File: src/rtl/q2_sequencer.sv
`default_nettype none
// +----------------------------------------------------------------------------+
// | Module      : q2_sequencer                                                 |
// | Description : Q2 state/phase sequencer. It steps each instruction through  |
// |               FETCH, optional LOAD/DEREF, EXEC and the twelve serial ALU   |
// |               shift states. Each state takes three phases: settle, write   |
// |               and hold. It also provides front-panel run/stop control and  |
// |               halt parking.                                                |
// | Option      : Q2_SEQ_STEP_EN adds the step_sw single-instruction control.  |
// | Ports       : clk, rst_n       clock, synchronous active-low reset         |
// |               op1,op2,op5      O-register bits used for sequencing         |
// |               op3,op4          O-register bits, not used here              |
// |               halt             decoder halt strobe (EXEC, write phase)     |
// |               run_sw, stop_sw  debounced front-panel switch levels         |
// |               step_sw          debounced single-step switch (optional)     |
// |               s0..s3           state code, s0 = LSB                        |
// |               ws               write strobe, high in the write phase only  |
// |               running          high while instructions are sequenced       |
// | Revision    : 1.0  initial release                                         |
// +----------------------------------------------------------------------------+
module q2_sequencer (
  input  logic clk,
  input  logic rst_n,
  input  logic op1,
  input  logic op2,
  input  logic op3,
  input  logic op4,
  input  logic op5,
  input  logic halt,
  input  logic run_sw,
  input  logic stop_sw,
`ifdef Q2_SEQ_STEP_EN
  input  logic step_sw,
`endif
  output logic s0,
  output logic s1,
  output logic s2,
  output logic s3,
  output logic ws,
  output logic running
);

  localparam logic [3:0] c_FETCH = 4'b0000;
  localparam logic [3:0] c_LOAD  = 4'b0001;
  localparam logic [3:0] c_DEREF = 4'b0010;
  localparam logic [3:0] c_EXEC  = 4'b0011;
  localparam logic [3:0] c_ALU0  = 4'b0100;

  typedef enum logic [1:0] {
    PH_SETTLE = 2'd0,
    PH_WRITE  = 2'd1,
    PH_HOLD   = 2'd2
  } phase_t;

  logic [3:0] r_state;
  phase_t     r_phase;
  logic       r_ws;
  logic       r_running;
  logic       r_stop_pend;
  logic       r_run_q;

  logic [3:0] w_next;
  logic       w_run_edge;
  logic       w_step_edge;
  logic       w_park;

  // op3/op4 are part of the O-register bus but carry no sequencing meaning.
  logic       w_unused_ops;
  assign w_unused_ops = op3 ^ op4;

  assign w_run_edge = run_sw & ~r_run_q;

`ifdef Q2_SEQ_STEP_EN
  logic r_step_q;
  assign w_step_edge = step_sw & ~r_step_q;

  always_ff @(posedge clk) begin
    if (!rst_n) r_step_q <= 1'b0;
    else        r_step_q <= step_sw;
  end
`else
  assign w_step_edge = 1'b0;
`endif

  // Successor state. Evaluated during the hold phase, when the op bits
  // written at the end of FETCH P1 are already valid.
  always_comb begin
    w_next = r_state + 4'd1;  // ALU chain; ALU11 (1111) wraps to FETCH
    case (r_state)
      c_FETCH: w_next = op2 ? c_LOAD : (op1 ? c_DEREF : c_EXEC);
      c_LOAD:  w_next = op1 ? c_DEREF : c_EXEC;
      c_DEREF: w_next = c_EXEC;
      c_EXEC:  w_next = op5 ? c_FETCH : c_ALU0;
      default: w_next = r_state + 4'd1;
    endcase
  end

  // Parking only happens on the way into FETCH, so a stop request never
  // cuts an instruction short. A stop level present in that same hold
  // cycle counts as well.
  assign w_park = (w_next == c_FETCH) & (r_stop_pend | stop_sw);

  always_ff @(posedge clk) begin
    if (!rst_n) begin
      r_state     <= c_FETCH;
      r_phase     <= PH_SETTLE;
      r_ws        <= 1'b0;
      r_running   <= 1'b0;
      r_stop_pend <= 1'b0;
      r_run_q     <= 1'b0;
    end else begin
      r_run_q <= run_sw;
      if (r_running) begin
        if (stop_sw)
          r_stop_pend <= 1'b1;
        if ((r_phase == PH_WRITE) && halt)
          r_stop_pend <= 1'b1;
        case (r_phase)
          PH_SETTLE: begin
            r_phase <= PH_WRITE;
            r_ws    <= 1'b1;
          end
          PH_WRITE: begin
            r_phase <= PH_HOLD;
            r_ws    <= 1'b0;
          end
          PH_HOLD: begin
            r_phase <= PH_SETTLE;
            r_ws    <= 1'b0;
            r_state <= w_next;
            if (w_park) begin
              r_running   <= 1'b0;
              r_stop_pend <= 1'b0;
            end
          end
          default: begin
            r_phase <= PH_SETTLE;
            r_ws    <= 1'b0;
          end
        endcase
      end else begin
        // Parked: sitting in FETCH P0 with the phase counter frozen.
        r_ws <= 1'b0;
        if (w_run_edge && !stop_sw) begin
          r_running <= 1'b1;
        end else if (w_step_edge && !stop_sw) begin
          // Single step: pre-arm the stop so the next FETCH entry parks.
          r_running   <= 1'b1;
          r_stop_pend <= 1'b1;
        end
      end
    end
  end

  assign s0      = r_state[0];
  assign s1      = r_state[1];
  assign s2      = r_state[2];
  assign s3      = r_state[3];
  assign ws      = r_ws;
  assign running = r_running;

endmodule
`default_nettype wire
File: config.mk
export PLATFORM = sky130hd
export DESIGN_NAME = q2_sequencer
export DESIGN_NICKNAME = d
export VERILOG_FILES = /design/src/rtl/q2_sequencer.sv
export SDC_FILE = /design/constraint.sdc
export NUM_CORES = 1
export LEC_CHECK = 0
export BUFFER_PORTS_ARGS = -buffer_cell sky130_fd_sc_hd__buf_2
export CAP_MARGIN = 20
export CORE_MARGIN = 2
export CORE_UTILIZATION = 34
export CTS_BUF_LIST = sky130_fd_sc_hd__clkbuf_8 sky130_fd_sc_hd__clkbuf_16
export CTS_CLUSTER_DIAMETER = 200
export DETAILED_ROUTE_END_ITERATION = 6
export SLEW_MARGIN = 20
export SYNTH_ARGS = -nofsm -noshare
export SYNTH_HDL_FRONTEND = slang
export SYNTH_SLANG_ARGS = --single-unit
File: constraint.sdc
create_clock -name clk -period 4 [get_ports clk]
set_input_delay 0.2 -clock clk [delete_from_list [all_inputs] [get_ports clk]]
set_output_delay 0.2 -clock clk [all_outputs]
set_load 0.01 [all_outputs]
== After elaboration in Yosys (flattened, before gate mapping) ==
Index checks and enable logic that the tools add are counted.

* Logic and storage cells: 38
* Output and inout bits: 6
* Register bits: 10

* Eq/ne operators: 5
* Muxes and demuxes: 14
* Bitwise operators: 4
* $add $sub $neg: 1
* Reduce and logical (&&, ||, !) cells: 8

{| class="wikitable"
|+ Operator list
! cell !! count
|-
| 4-bit one-hot mux with 4 select lines || 1
|-
| 1-bit 2-to-1 mux || 10
|-
| 4-bit by 2-bit == test with 1-bit output, second input constant || 2
|-
| 4-bit zero test || 2
|-
| 4-bit by 1-bit adder with 4-bit output, second input constant || 1
|-
| 4-bit by 1-bit == test with 1-bit output, second input constant || 1
|-
| 4-bit 2-to-1 mux || 1
|-
| 2-bit one-hot mux with 2 select lines || 1
|-
| 2-bit AND reduction || 2
|-
| 3-bit 2-to-1 mux || 1
|-
| 1-bit bitwise AND || 2
|-
| 2-bit by 1-bit == test with 1-bit output, second input constant || 1
|-
| 2-bit == test, second input constant || 1
|-
| 1-bit logical AND || 2
|-
| 2-bit zero test || 1
|-
| 1-bit zero test || 1
|-
| 1-bit NOT || 1
|-
| 1-bit bitwise OR || 1
|}

== Longest topological paths before layout ==
* Word-level depth: 8
* Mapped depth: 5
* Gate-level depth less buffers: 5

== Least setup slack after synthesis ==
No wires, ideal clock.

* Path type: reg2reg
* Start point: register r_state[0]
* End point: register r_state[0]
* Path slack: 2.490 ns
* Stages on the path, launching flop included: 6
* Path buffers: 0
* Library setup time: 0.136 ns
* Arrival: 1.375 ns
* Cells stage by stage: dfxtp_1 -> inv_1 -> ha_1 -> or3b_1 -> o311ai_0 -> a31oi_1

* Longest elaborated chain between the ends: 2
* Elaborated cells on any way between the ends: 6

{| class="wikitable"
|+ Ends and longest elaborated chain
! item !! line !! text
|-
| start: declaration || 55 || <nowiki>logic [3:0] r_state;</nowiki>
|-
| start signal: assignment || 105 || <nowiki>r_state <= c_FETCH;</nowiki>
|-
| start signal: assignment || 130 || <nowiki>r_state <= w_next;</nowiki>
|-
| 4-bit by 1-bit adder with 4-bit output (tied with other cells) || 94 || <nowiki>default: w_next = r_state + 4'd1;</nowiki>
|-
| 4-bit one-hot mux with 4 select lines (*) || 89 || <nowiki>case (r_state)</nowiki>
|}

Every way passes the cells marked *; elsewhere a longest branch is shown, timed or not.
A chain may end at the register's enable or synchronous reset.

== Worst setup path in the final report ==
Same ends and word-level chain as after synthesis.

==> flow_summary.ini <==
[job]
maxCapViolCount = 0

[sta]
finalSetupViolCount = 0
relSlewSlack_pct = 73.7
setup_slack_ns = 2.40
min_period_ns = 1.60
fin_crit_sh_pct = 40.0
setup_tns_ns = 0
rsz0062_at_grt = no
max_slew.worst_pin.slew_ns = 0.395
finalHoldViolations = 0
fin_worst_skew_ns = 0.00355
slew_viol_final = 0
max_freq_ghz = 0.625

[global_route]
first_global_vias = 455
grt-ovfl-total = 0
grt_pass1_wl_um = 1960
grt_max_degree = 11
antenna_found_initial = 0
grt_usage_pct = 13.6

[synth]
syn_area_per_cell_um2 = 8.68
yosysWarnings = 0
synthMuxAreaShare_pct = 3.60
synthCells = 68
synth_area_leaders = dfxtp_1 34%, ha_1 8.5%, nand3b_1 3.8%
synth-compound-area-share_pct = 22.5
synth_top_area_share_pct = 33.9
synthesis.area_um2 = 591
synth-simple-area-share_pct = 26.3
synth-seq-cells = 10
synth_fp_nets = 82
synth_xor_area_share_pct = 0
synth_cell_types = 34
synth-seq-area-share_pct = 33.9
synth_top_area_cell = dfxtp_1
synth_top_family_by_area = simple AND/OR/NAND/NOR gates
synthAdderAreaFrac_pct = 8.47

[clocking]
postCtsSetupBuffers = 0
cts.path.max_buffers = 2
htreeDepth = 1
cts_hold_buf = 0
cts_tree = built
cts.sinks = 10
path_clk_slew_ns = 0.05
clock_latency_ns = 0.24
root_buffer = clkbuf_8
cts_resized = 0
numCtsBuffers = 3

[worst_setup_path]
path_class = reg -> reg
worstReg2RegEnd = r_state[0]$_SDFFE_PN0P_
start_kind = flop
r2r_setup_slack_ns = 2.40
end_kind = flop
cp.required_ns = 4.11
crit_path_max_fanout = 8
cp.arrival_ns = 1.71
worstRegToRegCells = 5
r2r_start = r_state[0]$_SDFFE_PN0P_

[final_layout]
synthToLayoutAreaGrowth_pct = 21.2
final_cell_mix = 13 x buf_2, 10 x dfxtp_1, 6 x nor2_1
fin_util_pct = 42.8
finalInstanceArea_um2 = 716
diodes = 0
layout_commonest_cell = buf_2
fill_cells = 173
drive_gt1_share_pct = 24.1
finalNetCount = 98

[routing]
first_pass_iters = 4
routed_wirelength_um = 1150
drt-initial-drc-count = 8
vias = 532
post_drt_wl_per_cell_um = 11.5
drc = 0
vias_per_cell = 5.32
drtAntennaViolNets = 0

[outcome]
status = complete, no violations

[min_path]
worst_hold_path.num_cells = 2
hp-start = run_sw
hold_end = r_run_q$_SDFF_PN0_
hp-class = in -> reg

[floorplan]
rows = 15
die_w_um = 45.7
design.die.area_um2 = 2090
core_um2 = 1670
start_util_pct = 35.4
fp.dieH_um = 45.7
pin_count = 16

[power]
vdd_ir_drop_max_v = 0.000155
cellPowerDensity_nw_per_um2 = 356
leakage_nw = 0.302

[place]
place_congestion = 0.688
post_dp_cell_area_um2 = 661
place_hpwl_um = 852
io_buffer_count = 13
pre_cts_slack_ns = 2.39
[worst max-delay path: stages (launching register included)]
cell	delay [ns]
dfxtp_1	0.46
inv_1	0.14
ha_1	0.26
or3b_1	0.37
o311ai_0	0.12
a31oi_1	0.12
[cell usage after synthesis]
cell / number
inv_1: 4
or3_1: 1
or2_2: 1
a31o_2: 1
o211ai_1: 1
o2111ai_1: 1
a31oi_1: 2
nand3_1: 2
buf_2: 1
nand2_1: 1
o21ai_0: 3
o311ai_0: 1
a211oi_1: 1
o31ai_1: 2
ha_1: 4
or3b_1: 1
nand3b_1: 3
a221oi_1: 1
mux2_2: 1
o21a_1: 1
buf_6: 1
nor2_1: 6
nor3_1: 1
nor2b_1: 2
nand2b_1: 3
o21bai_1: 1
and4_1: 1
dfxtp_1: 10
a21oi_1: 4
mux2i_1: 1
o21ai_1: 1
nand4_1: 1
and3b_1: 2
and2_1: 1
[worst max path at each step]
| stage | start | endpoint | slack [ns] |
|---|---|---|---|
| 6_report | r_state[0]$_SDFFE_PN0P_ | r_state[0]$_SDFFE_PN0P_ | 2.40 |
| 4_1_cts | r_state[0]$_SDFFE_PN0P_ | r_state[0]$_SDFFE_PN0P_ | 2.39 |
| 2_1_floorplan | r_state[0]$_SDFFE_PN0P_ | r_state[0]$_SDFFE_PN0P_ | 2.49 |
| 3_5_place_dp | r_state[0]$_SDFFE_PN0P_ | r_state[0]$_SDFFE_PN0P_ | 2.39 |
| 5_1_grt | r_state[0]$_SDFFE_PN0P_ | r_state[0]$_SDFFE_PN0P_ | 2.29 |
| 3_3_place_gp | r_state[0]$_SDFFE_PN0P_ | r_state[0]$_SDFFE_PN0P_ | 2.44 |
[where the power goes]
part | switching [W] | leakage [nW] | internal (W)
sequential | 0.00000459 | 0.0814 | 0.000104
combinational | 0.00000793 | 0.192 | 0.00000971
clock | 0.0000420 | 0.0288 | 0.0000867
total | 0.0000546 | 0.302 | 0.000200
[area by class of cell]
class | count | area [um2] | share of cell area, %
Clock buffer | 4 | 55.1 | 7.69
Inverter | 4 | 15.0 | 2.10
Tap cell | 17 | 21.3 | 2.97
Multi-Input combinational cell | 52 | 359 | 50.2
Timing Repair Buffer | 13 | 65.1 | 9.09
Sequential cell | 10 | 200 | 28.0
[metrics by stage]
stage | total power, W | std cells | hold WS (ns)
4_1_cts | 0.000259 | 100 | 0.179
6_report | 0.000255 | 100 | 0.183
5_1_grt | 0.000268 | 100 | 0.196
3_5_place_dp | 0.000128 | 96 | 0.430
3_3_place_gp | 0.000128 | 96 | 0.423
2_1_floorplan | 0.000120 | 68 | 0.318
[metal layers]
layer | up-vias | wire length [um] | GRT usage [%]
met5 | - | 0 | 0
met4 | 0 | 27 | 7.06
met3 | 4 | 50 | 7.14
met2 | 8 | 477 | 18.0
met1 | 239 | 594 | 17.7
li1 | 281 | - | -
[cells by family after synthesis]
| group | count (synthesis) |
|---|---|
| AOI/OAI and AO/OA | 20 |
| adders and majority gates | 4 |
| buffers and inverters | 6 |
| DFF | 10 |
| muxes | 2 |
| and+or+nand+nor | 26 |
[flip-flops by register name, indices dropped and copies added (netlist names)]
register	flops
r_stop_pend	1
r_phase	2
ws	1
running	1
r_run_q	1
r_state	4
No activity file was read; power rests on OpenSTA's default activity.
